==> src/rtl/dmux8_router.sv <==
// dmux8_router: registered valid/ready 8-way demultiplexer.
// One word in per cycle, eight single-entry output slots.
module dmux8_router #(
    parameter int WIDTH = 16,
    parameter int CNT_W = 8
) (
    input  logic               clk,
    input  logic               rst_n,
    input  logic               in_valid,
    output logic               in_ready,
    input  logic [WIDTH-1:0]   in_data,
    input  logic [2:0]         in_sel,
    input  logic               rr_mode,
    output logic [7:0]         out_valid,
    input  logic [7:0]         out_ready,
    output logic [8*WIDTH-1:0] out_data,
    output logic [2:0]         rr_ptr,
    output logic [CNT_W-1:0]   xfer_count,
    output logic               busy
);

    logic [WIDTH-1:0] slot_q [8];
    logic [7:0]       valid_q;
    logic [2:0]       ptr_q;
    logic [CNT_W-1:0] cnt_q;
    logic [2:0]       dest;
    logic             accept;

    assign dest     = rr_mode ? ptr_q : in_sel;
    // A full slot can still take a word on the edge its consumer pops it.
    assign in_ready = ~valid_q[dest] | out_ready[dest];
    assign accept   = in_valid & in_ready;

    always_ff @(posedge clk or negedge rst_n) begin
        if (!rst_n) begin
            valid_q <= '0;
            ptr_q   <= '0;
            cnt_q   <= '0;
            for (int i = 0; i < 8; i++) begin
                slot_q[i] <= '0;
            end
        end else begin
            for (int i = 0; i < 8; i++) begin
                if (accept && dest == 3'(i)) begin
                    slot_q[i]  <= in_data;
                    valid_q[i] <= 1'b1;
                end else if (out_ready[i]) begin
                    valid_q[i] <= 1'b0;
                end
            end
            if (accept) begin
                cnt_q <= cnt_q + 1'b1;
                if (rr_mode) begin
                    ptr_q <= ptr_q + 3'd1;
                end
            end
        end
    end

    always_comb begin
        out_data = '0;
        for (int i = 0; i < 8; i++) begin
            out_data[i*WIDTH +: WIDTH] = slot_q[i];
        end
    end

    assign out_valid  = valid_q;
    assign rr_ptr     = ptr_q;
    assign xfer_count = cnt_q;
    assign busy       = |valid_q;

endmodule

==> config.mk <==
export PLATFORM = sky130hd
export DESIGN_NAME = dmux8_router
export DESIGN_NICKNAME = d
export VERILOG_FILES = /design/src/rtl/dmux8_router.sv
export SDC_FILE = /design/constraint.sdc
export NUM_CORES = 1
export LEC_CHECK = 0
export ABC_CLOCK_PERIOD_IN_PS = 4100
export CAP_MARGIN = 0
export CORE_MARGIN = 5
export CORE_UTILIZATION = 51
export DETAILED_ROUTE_END_ITERATION = 8
export PLACE_DENSITY = 0.85
export RECOVER_POWER = 100
export SLEW_MARGIN = 20
export SYNTH_ARGS = -nofsm -noshare
export SYNTH_HDL_FRONTEND = slang
export SYNTH_SLANG_ARGS = --single-unit
export TNS_END_PERCENT = 10
==> constraint.sdc <==
create_clock -name clk -period 4.1 [get_ports clk]
set_input_delay 0.82 -clock clk [delete_from_list [all_inputs] [get_ports clk]]
set_output_delay 0.82 -clock clk [all_outputs]
set_load 0.02 [all_outputs]
---- Word level (Yosys, flattened, before mapping) ----
Index checks and enable logic that the tools add are counted.
word-level totals
  register bits after elaboration ......... 147
  output and inout port bits .............. 149
  logic and storage cells ................. 71
cells by class
  add/sub/neg operators ................... 2
  $lt $le $gt $ge ......................... 1
  equality and inequality tests ........... 7
  multiplexer cells ....................... 21
  bitwise gates (word level) .............. 3
  reduce and logical (&&, ||, !) cells .... 19
operators with widths
  kind                 count
  $mux 1               18
  $reduce_bool 2->1    8
  $eq 3x3->1 const B   4
  $add 8x1->8 const B  1
  $logic_and 1x1->1    8
  $reduce_or 8->1      1
  $bmux 1 s3           2
  $eq 3x2->1 const B   2
  $lt 3x4->1 const B   1
  $add 3x1->3 const B  1
  $eq 3x1->1 const B   1
  $logic_not 3->1      1
  $mux 3               1
  $reduce_and 2->1     1
  $and 1x1->1          1
  $not 1->1            1
  $or 1x1->1           1

---- Depth between registers and ports, before layout ----
  depth after elaboration ................. 8
  gate-level depth with buffers ........... 10
  mapped depth without buffers ............ 6

---- Worst setup path after synthesis ----
No wires, ideal clock.
  kind .................................... input port to flip-flop
  start ................................... input port rr_mode
  end ..................................... register slot_q (netlist bit out_data[118])
  setup time .............................. 0.125 ns
  data arrival time ....................... 3.025 ns
  data required time ...................... 3.975 ns
  path slack .............................. 0.950 ns
  cell stages on the path ................. 9
  path buffers ............................ 3
  cell sequence ........................... buf_2 > nand2b_1 > a21boi_0 > mux4_2 > a221oi_2 > buf_6 > nand3_4 > buf_6 > mux2_4
between the ends
  word-level cells in the longest chain between the ends .. 7
ends and longest elaborated chain
  what                           RTL line  text
  start, declared                13        input logic rr_mode,
  $mux 3 (*)                     29        assign dest = rr_mode ? ptr_q : in_sel;
  $bmux 1 s3                     31        assign in_ready = ~valid_q[dest] | out_ready[dest];
  $mux 1 (not written as such)   31
  $not 1->1                      31
  $or 1x1->1                     31
  $and 1x1->1                    32        assign accept = in_valid & in_ready;
  $logic_and 1x1->1 (*)          44        if (accept && dest == 3'(i)) begin
  end signal, assigned by index  45        slot_q[i] <= in_data;
  end, declared                  22        logic [WIDTH-1:0] slot_q [8];
Every way passes the cells marked *; elsewhere a longest branch is shown, timed or not. The select of a mux whose other input is x is not followed.
A chain may end at the register's enable or synchronous reset.

---- Final worst setup path ----
  start ................................... input port rr_mode
  end ..................................... output port in_ready
between the ends
  word-level cells in the longest chain between the ends .. 5
ends and longest elaborated chain
  what                          RTL line  text
  $mux 3 (*)                    29
  $bmux 1 s3                    31
  $mux 1 (not written as such)  31
  $not 1->1                     31
  $or 1x1->1 (*)                31
  end, declared                 10        output logic in_ready,
Marked as above.

==> flow_metrics.env <==
export IMPL_syn_nets=413
export IMPL_crit_slowest_cell="clkdlybuf4s50_1"
export IMPL_wl_per_cell_um=22.0
export IMPL_wl_um=16100
export IMPL_num_vias=4036
export IMPL_cts_clk_slew_worst_paths_ps=60
export IMPL_cp_depth=8
export IMPL_fin_util=0.711
export IMPL_grt_pass1_wl_um=25600
export IMPL_status="finished with violations"
export IMPL_h_tree_depth=4
export IMPL_coreArea_um2=12000
export IMPL_worst_ep_arrival_time_ps=3070
export IMPL_hold_start="xfer_count[7]"
export IMPL_fin_crit_sh=0.949
export IMPL_critPathTopFamily="buffers and inverters"
export IMPL_synth_cell_types=41
export IMPL_root_buffer="clkbuf_16"
export IMPL_synth_seq_cells=147
export IMPL_num_io_pins=180
export IMPL_clockBufferDepth=2
export IMPL_synth_edf_count=0
export IMPL_synth_top_area_cell="dfrtp_1"
export IMPL_finalSetupViolCount=0
export IMPL_nNetsFinal=606
export IMPL_fp_dieW_um=121
export IMPL_maxCapViolCount=1
export IMPL_grt_setup_unrepaired="no"
export IMPL_grt_pass1_vias=4373
export IMPL_worst_path_buf_inv=4
export IMPL_grt_max_degree=125
export IMPL_syn_area_um2=6230
export IMPL_syn_mean_instance_area_um2=16.4
export IMPL_die_h_um=121
export IMPL_r2r_start="rr_ptr[0]"
export IMPL_crit_start="rr_mode"
export IMPL_hold_depth=1
export IMPL_powerDensity_nw_per_um2=884
export IMPL_p_leak_nw=3.76
export IMPL_die_area_um2=14500
export IMPL_port_buffer_count=179
export IMPL_clock_fmax_mhz=257
export IMPL_grt_ovfl_total=0
export IMPL_drt_first_iter_violations=309
export IMPL_drc_errors=0
export IMPL_finalPower_w=0.00755
export IMPL_synthTopCellsByArea="dfrtp_1, mux2_4, mux2_2, nand3_4, buf_6"
export IMPL_floorplan_initialDensity=0.519
export IMPL_cts_buffers=17
export IMPL_fp_row_count=40
export IMPL_path_class="in2out"
export IMPL_min_path_type="reg2reg"
export IMPL_maxSlewHeadroom=-0.966
export IMPL_clock_sinks=147
export IMPL_drive_gt1_frac=0.188
export IMPL_slew_viol_final=125
export IMPL_antenna_cells=0
export IMPL_dp_hpwl_um=11000
export IMPL_post_cts_buffers=0
export IMPL_cp_start_kind="input port"
export IMPL_synth_most_common_cell="dfrtp_1"
export IMPL_worst_pin_slew_ps=2950
export IMPL_synthFlopType="dfrtp_1"
export IMPL_period_minus_slack_ps=3890
export IMPL_max_stage_delay_ps=580
export IMPL_cp_required_ps=3280
export IMPL_ir_worst_vdd_mv=0.529
export IMPL_tritoncts="yes"
export IMPL_area_growth_pct=37.0
export IMPL_antenna_left=0
export IMPL_clock_latency_ps=420
export IMPL_viasPerCell=5.51
export IMPL_path_cells="clkdlybuf4s50_1 > buf_4 > nand2b_1 > a21boi_0 > clkbuf_1 > mux4_2 > a22oi_1 > clkbuf_1"
export IMPL_crit_path_frequent_cell="clkbuf_1"
export IMPL_critPathMaxFanout=7
export IMPL_firstDrtPassIters=4
export IMPL_gp_congestion=0.953
export IMPL_antenna_found_initial=0
export IMPL_ff2ff_path_depth=9
export IMPL_violations="capacitance limit, slew limit"
export IMPL_async_reset_ff_frac=1.00
export IMPL_synthCells=380
export IMPL_synth_common_cells="dfrtp_1, mux2_4, mux2_2"
export IMPL_cp_end_kind="output pin"
export IMPL_grt_usage=0.233
export IMPL_synth_top_cell_area_share=0.590
export IMPL_final_hold_violation_count=0
export IMPL_finClkSkew_ps=5.17
export IMPL_ys_warn_count=0
export IMPL_ys_seq_area_frac=0.590
[power breakdown]
group,total (W),internal [W],switching [W],leakage [nW]
Clock,0.00176,0.00119,0.000576,0.331
Sequential,0.00261,0.00215,0.000459,1.78
Combinational,0.00317,0.00148,0.00170,1.64
Total,0.00755,0.00482,0.00273,3.76
[timing repair]
| item | in CTS | in global routing |
|---|---|---|
| endpoints found under the setup margin | 1 | 1 |
| gates resized for setup | 2 | 1 |
| hold buffers | 0 | 0 |
| gates cloned | 0 | 0 |
[metrics by stage]
step                      cells  cell area [µm²]  hold slack [ps]  TNS, ps  setup slack [ps]
after floorplan             380             6230              524        0               950
after global placement      701             8160              467     -115              -115
after detailed placement    701             8160              466     -241              -241
after CTS                   732             8840              482        0              15.6
after global routing        732             8540              486        0              87.7
final                       732             8540              477        0               207
[logic make-up (layout without fill, tap and decap cells)]
family	count (synthesis)	after routing	share of synthesized area
DFF	147	147	0.590
muxes	133	133	0.287
and+or+nand+nor	42	42	0.0544
buffers and inverters	25	230	0.0281
AOI/OAI and AO/OA	22	22	0.0239
xor gates and xnor gates	9	9	0.0126
adders and majority gates	2	2	0.00401
[cell type report]
type / instances / area (µm²)
inverters: 10 / 37.5
well taps: 147 / 184
flip-flops and latches: 147 / 3680
repair buffers: 189 / 1840
clock buffers: 22 / 474
clock inverters: 9 / 199
multi-input cells: 208 / 2130
fillers: 855 / 3470
[final timing paths]
kind | end | slack, ps
setup reg to reg | rr_ptr[1] | 1020
hold / removal | xfer_count[7] | 480
hold reg to reg | xfer_count[7] | 480
min in group asynchronous | out_data[74] | 1350
max in group asynchronous | out_data[62] | 910
setup / recovery | in_ready | 210
[placed cells by master, fill, tap and decap left out, types with 2 or more instances in the layout]
cell	count
or3b_2	2
nand3_4	8
nor4_1	2
clkbuf_1	6
dlygate4sd3_1	148
o21ai_0	9
nand2_1	6
nor2_1	3
a21boi_0	2
clkdlybuf4s50_1	29
dfrtp_1	147
and3_1	2
clkbuf_2	2
mux2_1	72
clkinv_2	2
xnor2_1	8
nand2b_1	2
clkbuf_8	3
inv_1	10
nand4_1	6
buf_4	6
ha_1	2
mux2_2	58
and2_1	3
clkbuf_16	17
nand3b_1	2
bufinv_16	6
mux4_2	2
a22oi_1	2
[layer usage]
layer  vias to the layer above  GRT usage  routed length, µm
li1                       1762          -                  -
met1                      2066      0.295               6810
met2                       184      0.359               7510
met3                        24     0.0964               1510
met4                         0     0.0864                287
met5                         -          0                  0
[state kept, by name (all words and copies together) (netlist names)]
name	cells
rr_ptr	3
xfer_count	8
out_data	128
out_valid	8
Power figures use the tool's default switching activity.
